--- config.mk ---
export PLATFORM = sky130hd
export DESIGN_NAME = btb_predictor
export DESIGN_NICKNAME = d
export VERILOG_FILES = /design/src/rtl/btb_pkg.sv /design/src/rtl/btb_predictor_sat_counter.sv /design/src/rtl/btb_predictor.sv
export SDC_FILE = /design/constraint.sdc
export NUM_CORES = 1
export LEC_CHECK = 0
export CAP_MARGIN = 20
export CORE_MARGIN = 5
export CORE_UTILIZATION = 44
export DETAILED_ROUTE_END_ITERATION = 6
export GPL_TIMING_DRIVEN = 0
export SLEW_MARGIN = 25
export SYNTH_ARGS = -nofsm -noshare
export SYNTH_HDL_FRONTEND = slang
export SYNTH_SLANG_ARGS = --single-unit
--- constraint.sdc ---
create_clock -name clk -period 26.2 [get_ports clk]
set_input_delay 6.55 -clock clk [delete_from_list [all_inputs] [get_ports clk]]
set_output_delay 6.55 -clock clk [all_outputs]
set_load 0.01 [all_outputs]
--- src/rtl/btb_pkg.sv ---
// Shared constants and saturating-counter helpers for the branch target buffer.
package btb_pkg;

  localparam int unsigned CTR_WIDTH_DEF = 2;

  function automatic logic [31:0] ctr_inc(
    input logic [31:0] c,
    input logic [31:0] maxv
  );
    return (c >= maxv) ? maxv : c + 32'd1;
  endfunction

  function automatic logic [31:0] ctr_dec(
    input logic [31:0] c
  );
    return (c == 32'd0) ? 32'd0 : c - 32'd1;
  endfunction

  function automatic logic [31:0] ctr_weak(
    input int unsigned w
  );
    return 32'd1 << (w - 1);
  endfunction

  localparam logic [CTR_WIDTH_DEF-1:0] CTR_WEAK_TAKEN =
    CTR_WIDTH_DEF'(ctr_weak(CTR_WIDTH_DEF));

endpackage

--- src/rtl/btb_predictor_sat_counter.sv ---
// Saturating up/down counter with load; load has priority over inc/dec.
module sat_counter
  import btb_pkg::*;
#(
  parameter int unsigned W = 2
) (
  input  logic         clk,
  input  logic         reset,
  input  logic         inc_i,
  input  logic         dec_i,
  input  logic         load_i,
  input  logic [W-1:0] load_val_i,
  output logic [W-1:0] q_o
);

  localparam logic [W-1:0] MAXV = '1;

  logic [W-1:0] q_q;
  logic [W-1:0] q_d;

  always_comb begin
    q_d = q_q;
    if (load_i) begin
      q_d = load_val_i;
    end else if (inc_i && !dec_i) begin
      q_d = W'(ctr_inc(32'(q_q), 32'(MAXV)));
    end else if (dec_i && !inc_i) begin
      q_d = W'(ctr_dec(32'(q_q)));
    end
  end

  always_ff @(posedge clk or posedge reset) begin
    if (reset) begin
      q_q <= '0;
    end else begin
      q_q <= q_d;
    end
  end

  assign q_o = q_q;

endmodule

--- src/rtl/btb_predictor.sv ---
// Branch target buffer with per-entry direction counters, flush,
// registered mispredict redirect and saturating statistics.
module btb_predictor
  import btb_pkg::*;
#(
  parameter int unsigned ENTRIES    = 16,
  parameter int unsigned PC_WIDTH   = 16,
  parameter int unsigned CTR_WIDTH  = 2,
  parameter int unsigned STAT_WIDTH = 16
) (
  input  logic                  clk,
  input  logic                  reset,
  input  logic [PC_WIDTH-1:0]   fetch_pc,
  output logic                  predict_taken,
  output logic [PC_WIDTH-1:0]   predict_target,
  input  logic                  upd_valid,
  input  logic [PC_WIDTH-1:0]   upd_pc,
  input  logic                  upd_taken,
  input  logic [PC_WIDTH-1:0]   upd_target,
  input  logic                  upd_pred_taken,
  input  logic [PC_WIDTH-1:0]   upd_pred_target,
  input  logic                  flush,
  output logic                  mispredict,
  output logic [PC_WIDTH-1:0]   redirect_pc,
  output logic [STAT_WIDTH-1:0] hit_count,
  output logic [STAT_WIDTH-1:0] mispredict_count
);

  localparam int unsigned IDX_W = $clog2(ENTRIES);
  localparam int unsigned TAG_W = PC_WIDTH - IDX_W;
  localparam logic [CTR_WIDTH-1:0] CTR_WEAK =
    CTR_WIDTH'(ctr_weak(CTR_WIDTH));
  localparam logic [PC_WIDTH-1:0] PC_ONE = PC_WIDTH'(1);

  typedef struct packed {
    logic                valid;
    logic [TAG_W-1:0]    tag;
    logic [PC_WIDTH-1:0] target;
  } entry_t;

  entry_t tbl_q [ENTRIES];
  entry_t tbl_d [ENTRIES];
  logic [CTR_WIDTH-1:0] ctr [ENTRIES];

  logic [IDX_W-1:0]    fidx;
  logic [TAG_W-1:0]    ftag;
  logic [IDX_W-1:0]    uidx;
  logic [TAG_W-1:0]    utag;
  logic                fetch_hit;
  logic                upd_hit;
  logic                upd_en;
  logic                mp_d;
  logic                mp_q;
  logic [PC_WIDTH-1:0] redirect_d;
  logic [PC_WIDTH-1:0] redirect_q;

  assign fidx = fetch_pc[IDX_W-1:0];
  assign ftag = fetch_pc[PC_WIDTH-1:IDX_W];
  assign uidx = upd_pc[IDX_W-1:0];
  assign utag = upd_pc[PC_WIDTH-1:IDX_W];

  // Lookup reads the pre-edge table only.
  assign fetch_hit = tbl_q[fidx].valid && (tbl_q[fidx].tag == ftag);
  assign predict_taken = fetch_hit && ctr[fidx][CTR_WIDTH-1];
  assign predict_target = predict_taken ? tbl_q[fidx].target
                                        : fetch_pc + PC_ONE;

  assign upd_hit = tbl_q[uidx].valid && (tbl_q[uidx].tag == utag);
  assign upd_en  = upd_valid && !flush;

  always_comb begin
    tbl_d = tbl_q;
    if (flush) begin
      for (int i = 0; i < int'(ENTRIES); i++) begin
        tbl_d[i].valid = 1'b0;
      end
    end else if (upd_valid && upd_taken) begin
      tbl_d[uidx].target = upd_target;
      if (!upd_hit) begin
        tbl_d[uidx].valid = 1'b1;
        tbl_d[uidx].tag   = utag;
      end
    end
  end

  always_ff @(posedge clk or posedge reset) begin
    if (reset) begin
      for (int i = 0; i < int'(ENTRIES); i++) begin
        tbl_q[i] <= '0;
      end
    end else begin
      tbl_q <= tbl_d;
    end
  end

  for (genvar i = 0; i < int'(ENTRIES); i++) begin : g_ctr
    logic sel;
    assign sel = upd_en && (uidx == IDX_W'(i));
    sat_counter #(
      .W(CTR_WIDTH)
    ) u_ctr (
      .clk       (clk),
      .reset     (reset),
      .inc_i     (sel && upd_taken && upd_hit),
      .dec_i     (sel && !upd_taken && upd_hit),
      .load_i    (sel && upd_taken && !upd_hit),
      .load_val_i(CTR_WEAK),
      .q_o       (ctr[i])
    );
  end

  // Mispredict detection ignores flush.
  always_comb begin
    mp_d = upd_valid &&
           ((upd_pred_taken != upd_taken) ||
            (upd_taken && (upd_pred_target != upd_target)));
    redirect_d = redirect_q;
    if (mp_d) begin
      redirect_d = upd_taken ? upd_target : upd_pc + PC_ONE;
    end
  end

  always_ff @(posedge clk or posedge reset) begin
    if (reset) begin
      mp_q       <= 1'b0;
      redirect_q <= '0;
    end else begin
      mp_q       <= mp_d;
      redirect_q <= redirect_d;
    end
  end

  assign mispredict  = mp_q;
  assign redirect_pc = redirect_q;

  sat_counter #(
    .W(STAT_WIDTH)
  ) u_hit_cnt (
    .clk       (clk),
    .reset     (reset),
    .inc_i     (fetch_hit),
    .dec_i     (1'b0),
    .load_i    (1'b0),
    .load_val_i('0),
    .q_o       (hit_count)
  );

  sat_counter #(
    .W(STAT_WIDTH)
  ) u_mp_cnt (
    .clk       (clk),
    .reset     (reset),
    .inc_i     (mp_d),
    .dec_i     (1'b0),
    .load_i    (1'b0),
    .load_val_i('0),
    .q_o       (mispredict_count)
  );

endmodule

==> out/metrics.cfg <==
[floorplanning]
pin_count=136
placementRows=94
core-area_um2=65600
die_x_um=267
dieArea_um2=71300
start_util=0.443
die_h_um=267

[worst_setup_path]
worstReg2RegEnd=g_ctr[15].u_ctr.q_o[1]
cpMostUsedCell=buf_2
critical-path-max-stage-delay_ns=0.76
crit_required_ns=19.65
path_class=primary input to primary output
worst-path-buf-inv=9
crit_slowest_cell=clkbuf_1
critPathTopFamily=buffers and inverters
rr_worst_depth=12
cp_max_fo=10
cp.arrival_ns=12.65
critPathLaunchType=primary input
r2r_start=tbl_q[24]
cp-end-kind=primary output
cp_cell_sequence=clkdlybuf4s50_1 -> buf_4 -> buf_2 -> buf_2 -> buf_2 -> buf_2 -> buf_2 -> clkbuf_1 -> mux4_2 -> mux4_2 -> mux2_1 -> clkdlybuf4s50_1
r2r_slack_ns=21.93

[sta]
relSlewSlack=0.217
fin_hold_ws_ns=0.482
setup_viol=0
max_freq_ghz=0.0521
period_share=0.733
hold_viol=0
rsz0062_at_grt=no
period_minus_slack_ns=19.20
fin_tns_setup_ns=0
worst_pin_slew_ns=1.17
drv_slew=0
fin_worst_skew_ns=0.0244

[finish]
syn2layout_area_growth_pct=14.9
fin_cells=3260
postLayoutCoreUtil=0.509
final_cell_mix=dfrtp_1, mux2_2, mux4_2
final_nets=2441
final_common_cell=dfrtp_1
drive_above_1_share=0.289

[route]
wl_per_cell_um=30.7
drt_iter0_markers=2193
vias=20562
vias_per_cell=6.31
postRouteAntennaNets=0
wl_mm=99.9
drc=0
firstDrtPassIters=5

[global_routing]
grt_max_degree=92
grt_pass1_wl_mm=145
grt.overflow.total=0
antenna_found_initial=3
grt_pass1_vias=20880
grtUsageTotal=0.276

[placed_design]
port_buffers=108
place.gp.congestion=0.930
hpwl_mm=69.5
place_inst=3150

[pwr]
leakagePower_nw=14.9
p_per_area_nw_per_um2=66.5
total_power_mw=2.22
ir_drop_mv=0.0533

[worst_hold_path]
min_from=redirect_pc[1]
hold_path_depth=2
min_path_type=flop to flop
hold_path_end=redirect_pc[1]

[logic_synthesis]
yosysWarnings=0
synthesis.nets=2265
async_reset_ff_frac=1.00
synthCells=2172
synth_edf_count=0
yosysSeqAreaShare=0.469
avgSynthCellArea_um2=13.4
yosysUniqueCellTypes=69
synth_seq_cells=545
syn_area_um2=29100
ys.flop_type=dfrtp_1

[clock_tree]
cts_buffers=60
cts_resized=0
htree_levels=2
cts.sinks=545
clk_latency_ns=0.64
cts_max_path_buffers=3
cts_setup_buffers=0
holdBufCountCts=0
cts_tree=done
path_clk_slew_ns=0.06
root_buffer=clkbuf_16

[run]
drv_cap=0

[run_status]
outcome=complete, no violations

==> state kept, by name, summed over array words and instances (netlist names) <==
| name | cells |
|---|---|
| g_ctr.u_ctr.q_o | 32 |
| mispredict | 1 |
| redirect_pc | 16 |
| tbl_q | 464 |
| u_hit_cnt.q_o | 16 |
| u_mp_cnt.q_o | 16 |
==> cells in the mapped netlist, drive strengths merged (17+ instances only) <==
cell	number	area share
o21a	18	0.0046
inv	30	0.0039
mux4	175	0.14
nor3	29	0.0050
mux2	473	0.19
nand2	89	0.012
o21ai	42	0.0072
nand4	33	0.0073
buf	83	0.020
mux2i	55	0.019
a21oi	56	0.0096
a31oi	27	0.0058
xnor2	56	0.017
xor2	17	0.0051
a21o	23	0.0059
dfrtp	545	0.47
nor2b	33	0.0084
nand3	42	0.0090
nor2	96	0.012
and3	18	0.0039
ha	23	0.0099
clkbuf	100	0.013
o22ai	23	0.0049
==> worst reg2reg max path: stages (launching register included) <==
cell and delay [ns]:
dfrtp_1 0.41, mux4_2 0.53, a311o_1 0.36, or3_1 0.38, nor4_1 0.24, nand4_2 0.37
buf_2 0.36, buf_1 0.32, nor3_1 0.39, ha_1 0.34, o21a_1 0.20, o22ai_1 0.17
nand2_1 0.07
==> layer usage <==
| layer | part of all wire | GRT usage | wire length, µm |
|---|---|---|---|
| met1 | 0.41 | 0.383 | 41000 |
| met4 | 0.043 | 0.107 | 4300 |
| met3 | 0.076 | 0.0469 | 7620 |
| met2 | 0.47 | 0.437 | 47000 |
| met5 | 0.000070 | 0 | 7 |
==> logic make-up (layout without fill, tap and decap cells) <==
family | count (synthesis) | count (layout) | share of synthesized area
XOR/XNOR | 73 | 73 | 0.0220
multiplexers | 703 | 703 | 0.343
AND/OR/NAND/NOR | 382 | 382 | 0.0686
AO/OA/AOI/OAI | 231 | 231 | 0.0504
other | 0 | 2 | 0
adder cells (fa/ha/maj) | 23 | 23 | 0.00990
flip-flops | 545 | 545 | 0.469
buffers and inverters | 215 | 437 | 0.0371
==> per-stage QoR <==
step	area, µm²	worst slack (ns)
after global routing	33400	6.95
after floorplan	29100	4.41
final	33400	7.00
after global placement	31200	-1.70
after CTS	33400	6.97
after detailed placement	31400	6.98
==> where the power goes <==
part / switching (mW) / internal [mW] / leakage (nW)
Sequential: 0.0661 / 0.941 / 7.27
Clock: 0.358 / 0.496 / 0.981
Combinational: 0.172 / 0.188 / 6.66
==> final cells by class <==
| type | count | area [µm²] |
|---|---|---|
| multi-input combinational | 1412 | 14400 |
| clock inverter | 17 | 173 |
| inverter | 32 | 128 |
| buffer | 183 | 966 |
| antenna | 2 | 5.00 |
| timing repair buffer | 114 | 1250 |
| tap | 864 | 1080 |
| fill | 5623 | 32200 |
| clock buffer | 91 | 1820 |
| sequential | 545 | 13600 |
==> worst max path at each step <==
| stage | from | end | slack, ns | cells after the start |
|---|---|---|---|---|
| after CTS | fetch_pc[0] | predict_target[14] | 6.97 | 12 |
| after detailed placement | fetch_pc[0] | predict_target[14] | 6.98 | 12 |
| after floorplan | reset | g_ctr[0].u_ctr.q_o[0] | 4.41 | 1 |
| final | fetch_pc[0] | predict_target[13] | 7.00 | 12 |
| after global placement | reset | u_hit_cnt.q_o[5] | -1.70 | 2 |
| after global routing | fetch_pc[0] | predict_target[14] | 6.95 | 12 |
Power figures use the tool's default switching activity.
